<file path="config.mk">
export PLATFORM = sky130hd
export DESIGN_NAME = sram_stage_sequencer
export DESIGN_NICKNAME = d
export VERILOG_FILES = /design/src/rtl/sram_stage_sequencer.sv
export SDC_FILE = /design/constraint.sdc
export NUM_CORES = 1
export LEC_CHECK = 0
export ABC_CLOCK_PERIOD_IN_PS = 4300
export CAP_MARGIN = 0
export CORE_MARGIN = 1.5
export CORE_UTILIZATION = 32
export DETAILED_ROUTE_END_ITERATION = 7
export PLACE_DENSITY = 0.95
export SLEW_MARGIN = 0
export SYNTH_ARGS = -nofsm -noshare
export SYNTH_HDL_FRONTEND = slang
export SYNTH_SLANG_ARGS = --single-unit
</file>
<file path="constraint.sdc">
create_clock -name Clock -period 4.3 [get_ports Clock]
set_input_delay 0.43 -clock Clock [delete_from_list [all_inputs] [get_ports Clock]]
set_output_delay 0.43 -clock Clock [all_outputs]
set_load 0.02 [all_outputs]
</file>
<file path="src/rtl/sram_stage_sequencer.sv">
`default_nettype none
// ============================================================================
// Module   : sram_stage_sequencer
// Brief    : Runs up to NUM_CLIENTS SRAM processing stages in ascending index
//            order under a latched enable mask. Each stage gets a start/finish
//            handshake and owns the single SRAM port while it runs. When no
//            stage owns the port, the default reader (VGA) drives it.
// Options  : define SEQ_WATCHDOG_EN to build the per-stage watchdog
//            (TIMEOUT_CYCLES limit, sticky Error flag).
// Revision : 1.0 - initial release
// ============================================================================
module sram_stage_sequencer #(
  parameter int NUM_CLIENTS    = 3,
  parameter int ADDR_W         = 18,
  parameter int DATA_W         = 16,
  parameter int TIMEOUT_W      = 26,
  parameter int TIMEOUT_CYCLES = 50000000
) (
  input  logic                          Clock,
  input  logic                          Resetn,
  input  logic                          Go,
  input  logic                          Abort,
  input  logic [NUM_CLIENTS-1:0]        Stage_mask,
  output logic [NUM_CLIENTS-1:0]        Client_start,
  input  logic [NUM_CLIENTS-1:0]        Client_finish,
  input  logic [NUM_CLIENTS*ADDR_W-1:0] Client_address,
  input  logic [NUM_CLIENTS*DATA_W-1:0] Client_write_data,
  input  logic [NUM_CLIENTS-1:0]        Client_we_n,
  input  logic [ADDR_W-1:0]             Default_address,
  output logic [ADDR_W-1:0]             SRAM_address,
  output logic [DATA_W-1:0]             SRAM_write_data,
  output logic                          SRAM_we_n,
  output logic                          Busy,
  output logic                          Done,
  output logic                          Error,
  output logic [2:0]                    Active_stage
);

  typedef enum logic [1:0] {
    S_IDLE   = 2'd0,
    S_SELECT = 2'd1,
    S_RUN    = 2'd2,
    S_GAP    = 2'd3
  } state_t;

  state_t                 r_state;
  logic [NUM_CLIENTS-1:0] r_mask;
  logic [NUM_CLIENTS-1:0] r_owner;
  // Cursor can reach NUM_CLIENTS (one past the last stage), hence 4 bits.
  logic [3:0]             r_cursor;

  logic                   w_sel_found;
  logic [2:0]             w_sel_idx;
  logic [NUM_CLIENTS-1:0] w_sel_onehot;
  logic                   w_active_finish;

`ifdef SEQ_WATCHDOG_EN
  localparam logic [TIMEOUT_W-1:0] C_WDOG_LIMIT = TIMEOUT_W'(TIMEOUT_CYCLES - 1);
  logic [TIMEOUT_W-1:0] r_wdog;
`else
  assign Error = 1'b0;
`endif

  // Lowest enabled stage at or above the cursor; descending scan so the lowest hit wins.
  always_comb begin
    w_sel_found  = 1'b0;
    w_sel_idx    = '0;
    w_sel_onehot = '0;
    for (int i = NUM_CLIENTS - 1; i >= 0; i--) begin
      if (r_mask[i] && (i >= int'(r_cursor))) begin
        w_sel_found = 1'b1;
        w_sel_idx   = 3'(i);
      end
    end
    for (int i = 0; i < NUM_CLIENTS; i++) begin
      if (w_sel_found && (w_sel_idx == 3'(i))) begin
        w_sel_onehot[i] = 1'b1;
      end
    end
  end

  // Only the owning client's finish counts; masking with the owner ignores all others.
  assign w_active_finish = |(Client_finish & r_owner);

  assign Busy = (r_state != S_IDLE);

  // SRAM port mux: owner client when one is set, otherwise the idle (VGA) reader with writes off.
  always_comb begin
    SRAM_address    = Default_address;
    SRAM_write_data = '0;
    SRAM_we_n       = 1'b1;
    for (int i = 0; i < NUM_CLIENTS; i++) begin
      if (r_owner[i]) begin
        SRAM_address    = Client_address[i*ADDR_W +: ADDR_W];
        SRAM_write_data = Client_write_data[i*DATA_W +: DATA_W];
        SRAM_we_n       = Client_we_n[i];
      end
    end
  end

  // Sequencer FSM: select -> run -> gap per stage, abort and watchdog return to idle without Done.
  always_ff @(posedge Clock or negedge Resetn) begin
    if (!Resetn) begin
      r_state      <= S_IDLE;
      r_mask       <= '0;
      r_owner      <= '0;
      r_cursor     <= '0;
      Client_start <= '0;
      Done         <= 1'b0;
      Active_stage <= '0;
`ifdef SEQ_WATCHDOG_EN
      r_wdog       <= '0;
      Error        <= 1'b0;
`endif
    end else begin
      Done <= 1'b0;
      case (r_state)
        S_IDLE: begin
          if (Go) begin
            r_mask   <= Stage_mask;
            r_cursor <= '0;
`ifdef SEQ_WATCHDOG_EN
            Error    <= 1'b0;
`endif
            // An empty mask completes immediately without leaving idle.
            if (Stage_mask == '0) begin
              Done <= 1'b1;
            end else begin
              r_state <= S_SELECT;
            end
          end
        end

        S_SELECT: begin
          if (Abort) begin
            r_state <= S_IDLE;
          end else if (w_sel_found) begin
            Client_start <= w_sel_onehot;
            r_owner      <= w_sel_onehot;
            Active_stage <= w_sel_idx;
`ifdef SEQ_WATCHDOG_EN
            r_wdog       <= '0;
`endif
            r_state      <= S_RUN;
          end else begin
            Done    <= 1'b1;
            r_state <= S_IDLE;
          end
        end

        S_RUN: begin
          if (Abort) begin
            Client_start <= '0;
            r_owner      <= '0;
            r_state      <= S_IDLE;
          end else if (w_active_finish) begin
            Client_start <= '0;
            r_owner      <= '0;
            r_cursor     <= {1'b0, Active_stage} + 4'd1;
            r_state      <= S_GAP;
          end
`ifdef SEQ_WATCHDOG_EN
          else if (r_wdog == C_WDOG_LIMIT) begin
            Error        <= 1'b1;
            Client_start <= '0;
            r_owner      <= '0;
            r_state      <= S_IDLE;
          end else begin
            r_wdog <= r_wdog + 1'b1;
          end
`endif
        end

        S_GAP: begin
          // Owner is already cleared here, so the port shows we_n=1 across the handover.
          if (Abort) begin
            r_state <= S_IDLE;
          end else begin
            r_state <= S_SELECT;
          end
        end

        default: r_state <= S_IDLE;
      endcase
    end
  end

endmodule
`default_nettype wire

</file>
==> results.md <==
* Peak supply drop at 0.000311 V
* Synth unique cells at 37
* CP Data Arrival Time at 2.51 ns
* Status: finished clean
* Hold Crit Class: register to register
* Area Growth Syn to Fin at 104%
* Worst path required time at 3.87 ns
* Clock latency on the worst-skew pair at 0.26 ns
* Finished layout cell area at 3450 um2
* Area of the core at 5110 um2
* Cts repair resizes at 0
* RSZ-0062 raised after global routing: false
* DRT Wirelength at 7.16 mm
* GPL Wtd Cong at 0.800
* Initial antenna violation count at 0
* Die ar. at 5720 um2
* Worst Path Max Fanout at 17
* Slew headroom at 0.223
* Width of the die at 75.7 um
* Routed len/inst at 15.5 um
* Clk_skew at 0.00438 ns
* Diodes inserted at 0
* # DRC at 0
* Maxcap violations at 0
* DR iter-0 viols at 82
* Fillers at 443
* Most instantiated cells after synthesis: 40 x nand2_1, 36 x o21ai_1, 23 x mux2i_1
* Top post-synthesis cells by area: dfrtp_1 21%, mux2i_1 14%, o21ai_1 11%, nand2_1 8.9%, a22oi_1 7.1%
* # Post-CTS Setup Buffers at 0
* CTS Sinks at 14
* Final Max Tran Viols at 0
* Area of placed instances at 3390 um2
* FF+latch count, synth at 14
* DRT Pass-1 Iters at 4
* Final setup violation count at 0
* CP Capture Type: output pin
* Vias in the first global route at 2047
* Synth area leader: dfrtp_1
* Final hold viol count at 0
* Number of buffers created by CTS at 3
* Utilization after layout at 0.675
* Clk buf depth at 2
* First-pass GRT wire length at 9.62 mm
* Top-count cell post-synth: nand2_1
* Syn. warnings at 0
* Row count at 26
* Io pins at 177
* Worst Max-Slew Pin Slew at 1.17 ns
* Hold_buf cts at 0
* Nets@finish at 528
* Cells after Synth at 234
* Worst Setup Path Type: register to output pin
* Post-Syn Area per Cell at 7.22 um2
* Share of cells above drive strength 1 at 0.0356
* Post-route clock period utilization at 0.684
* Async S/R FF share, synth at 1.00
* DR vias at 2279
* Pleak at 1.33 nW
* Clk Tree Root Cell: clkbuf_8
* Ys flop type: dfrtp_1
* Total congestion overflow at 0
* Mapped Area at 1690 um2
* CTS clk-pin slew, worst paths at 0.06 ns
* Power per cell area at 556 nW/um2
* Number of enable flip-flop cells after synthesis at 0
* Total GRT Usage at 0.216
* Min cycle time layout at 2.94 ns
* CTS tree: built
* Setup tns final at 0 ns
* Htree depth at 1
* Max Fclk at 340 MHz
* Post-route ant nets at 0
* Largest net degree at the start of global routing at 74
* Type of origin of the critical path: register
* Post-DP HPWL at 5.57 mm
* Worst hold slack at 0.501 ns
* Port buffer count at 174
* Avg Vias per Cell at 4.92
* Initial Util at 0.331
* Die H at 75.7 um
* Register area share after synthesis at 0.207
* Final Power at 1.92 mW
* Top-area cell type share of the netlist area at 0.207
==> registers in the layout (all words and copies together), names as in the netlist <==
name,flops
r_owner,3
r_state,2
Active_stage,2
r_cursor,3
Done,1
r_mask,3
==> power by group <==
group	internal (mW)	total, mW	switching (mW)
clock	0.0814	0.134	0.0530
sequential	0.180	0.368	0.188
combinational	0.732	1.42	0.685
total	0.994	1.92	0.926
==> area by class of cell <==
| type | instances | area [um2] | share of cell area |
|---|---|---|---|
| clock buffer | 4 | 55.1 | 0.0160 |
| inverter | 7 | 26.3 | 0.00762 |
| multi-input combinational | 192 | 1170 | 0.339 |
| sequential | 14 | 353 | 0.102 |
| tap | 70 | 87.6 | 0.0254 |
| timing repair buffer | 176 | 1760 | 0.509 |
==> routing by layer <==
layer / GRT usage / routed length, um / share of wire / vias to the layer above
li1: - / - / - / 1149
met1: 0.258 / 2790 / 0.39 / 1021
met2: 0.395 / 3670 / 0.51 / 100
met3: 0.0357 / 588 / 0.082 / 9
met4: 0.0675 / 108 / 0.015 / 0
met5: 0 / 0 / 0 / -
==> metrics by stage <==
stage	cells	setup WS, ns
3_5_place_dp	459	1.64
3_3_place_gp	459	1.70
5_1_grt	463	1.19
4_1_cts	463	1.36
2_1_floorplan	235	2.33
6_report	463	1.36
==> path summary, 6_finish.rpt <==
path,startpoint,endpoint,slack (ns),cells past startpoint
max in group asynchronous,Resetn,r_owner[2],3.29,1
min in group asynchronous,Resetn,r_mask[2],0.56,1
setup reg to reg,r_owner[2],r_cursor[1],1.87,4
hold reg to reg,r_mask[0],r_mask[0],0.50,1
setup / recovery,r_owner[0],SRAM_write_data[8],1.36,6
hold / removal,r_mask[0],r_mask[0],0.50,1
==> cell usage in the layout (no fill, tap or decap), types with 3 or more instances in the layout <==
master	netlist	routed
clkdlybuf4s50_1	0	174
nand2_1	40	40
o21ai_1	36	36
mux2i_1	23	23
nor2_1	20	20
a21oi_1	20	20
a22oi_1	16	16
dfrtp_1	14	12
inv_1	6	6
nor2b_1	5	5
nand2b_1	4	4
clkbuf_8	0	4
o211a_1	3	3
a221o_1	3	3
mux2_1	3	3
==> critical path, stage by stage (launching register included) <==
cell	delay (ns)
dfrtp_1	0.57
buf_4	0.33
nor2b_1	0.16
buf_4	0.25
a22oi_1	0.10
o21ai_1	0.18
clkdlybuf4s50_1	0.65
==> cell families (layout without fill, tap and decap cells) <==
kind of cell | Yosys count | after routing | synth area share
other | 1 | 2 | 0.00222
DFF | 14 | 14 | 0.207
adders and majority gates | 1 | 1 | 0.00741
AOI/OAI and AO/OA | 87 | 87 | 0.334
muxes | 26 | 26 | 0.156
buffers and inverters | 29 | 187 | 0.101
and+or+nand+nor | 76 | 76 | 0.191
Power figures use the tool's default switching activity.
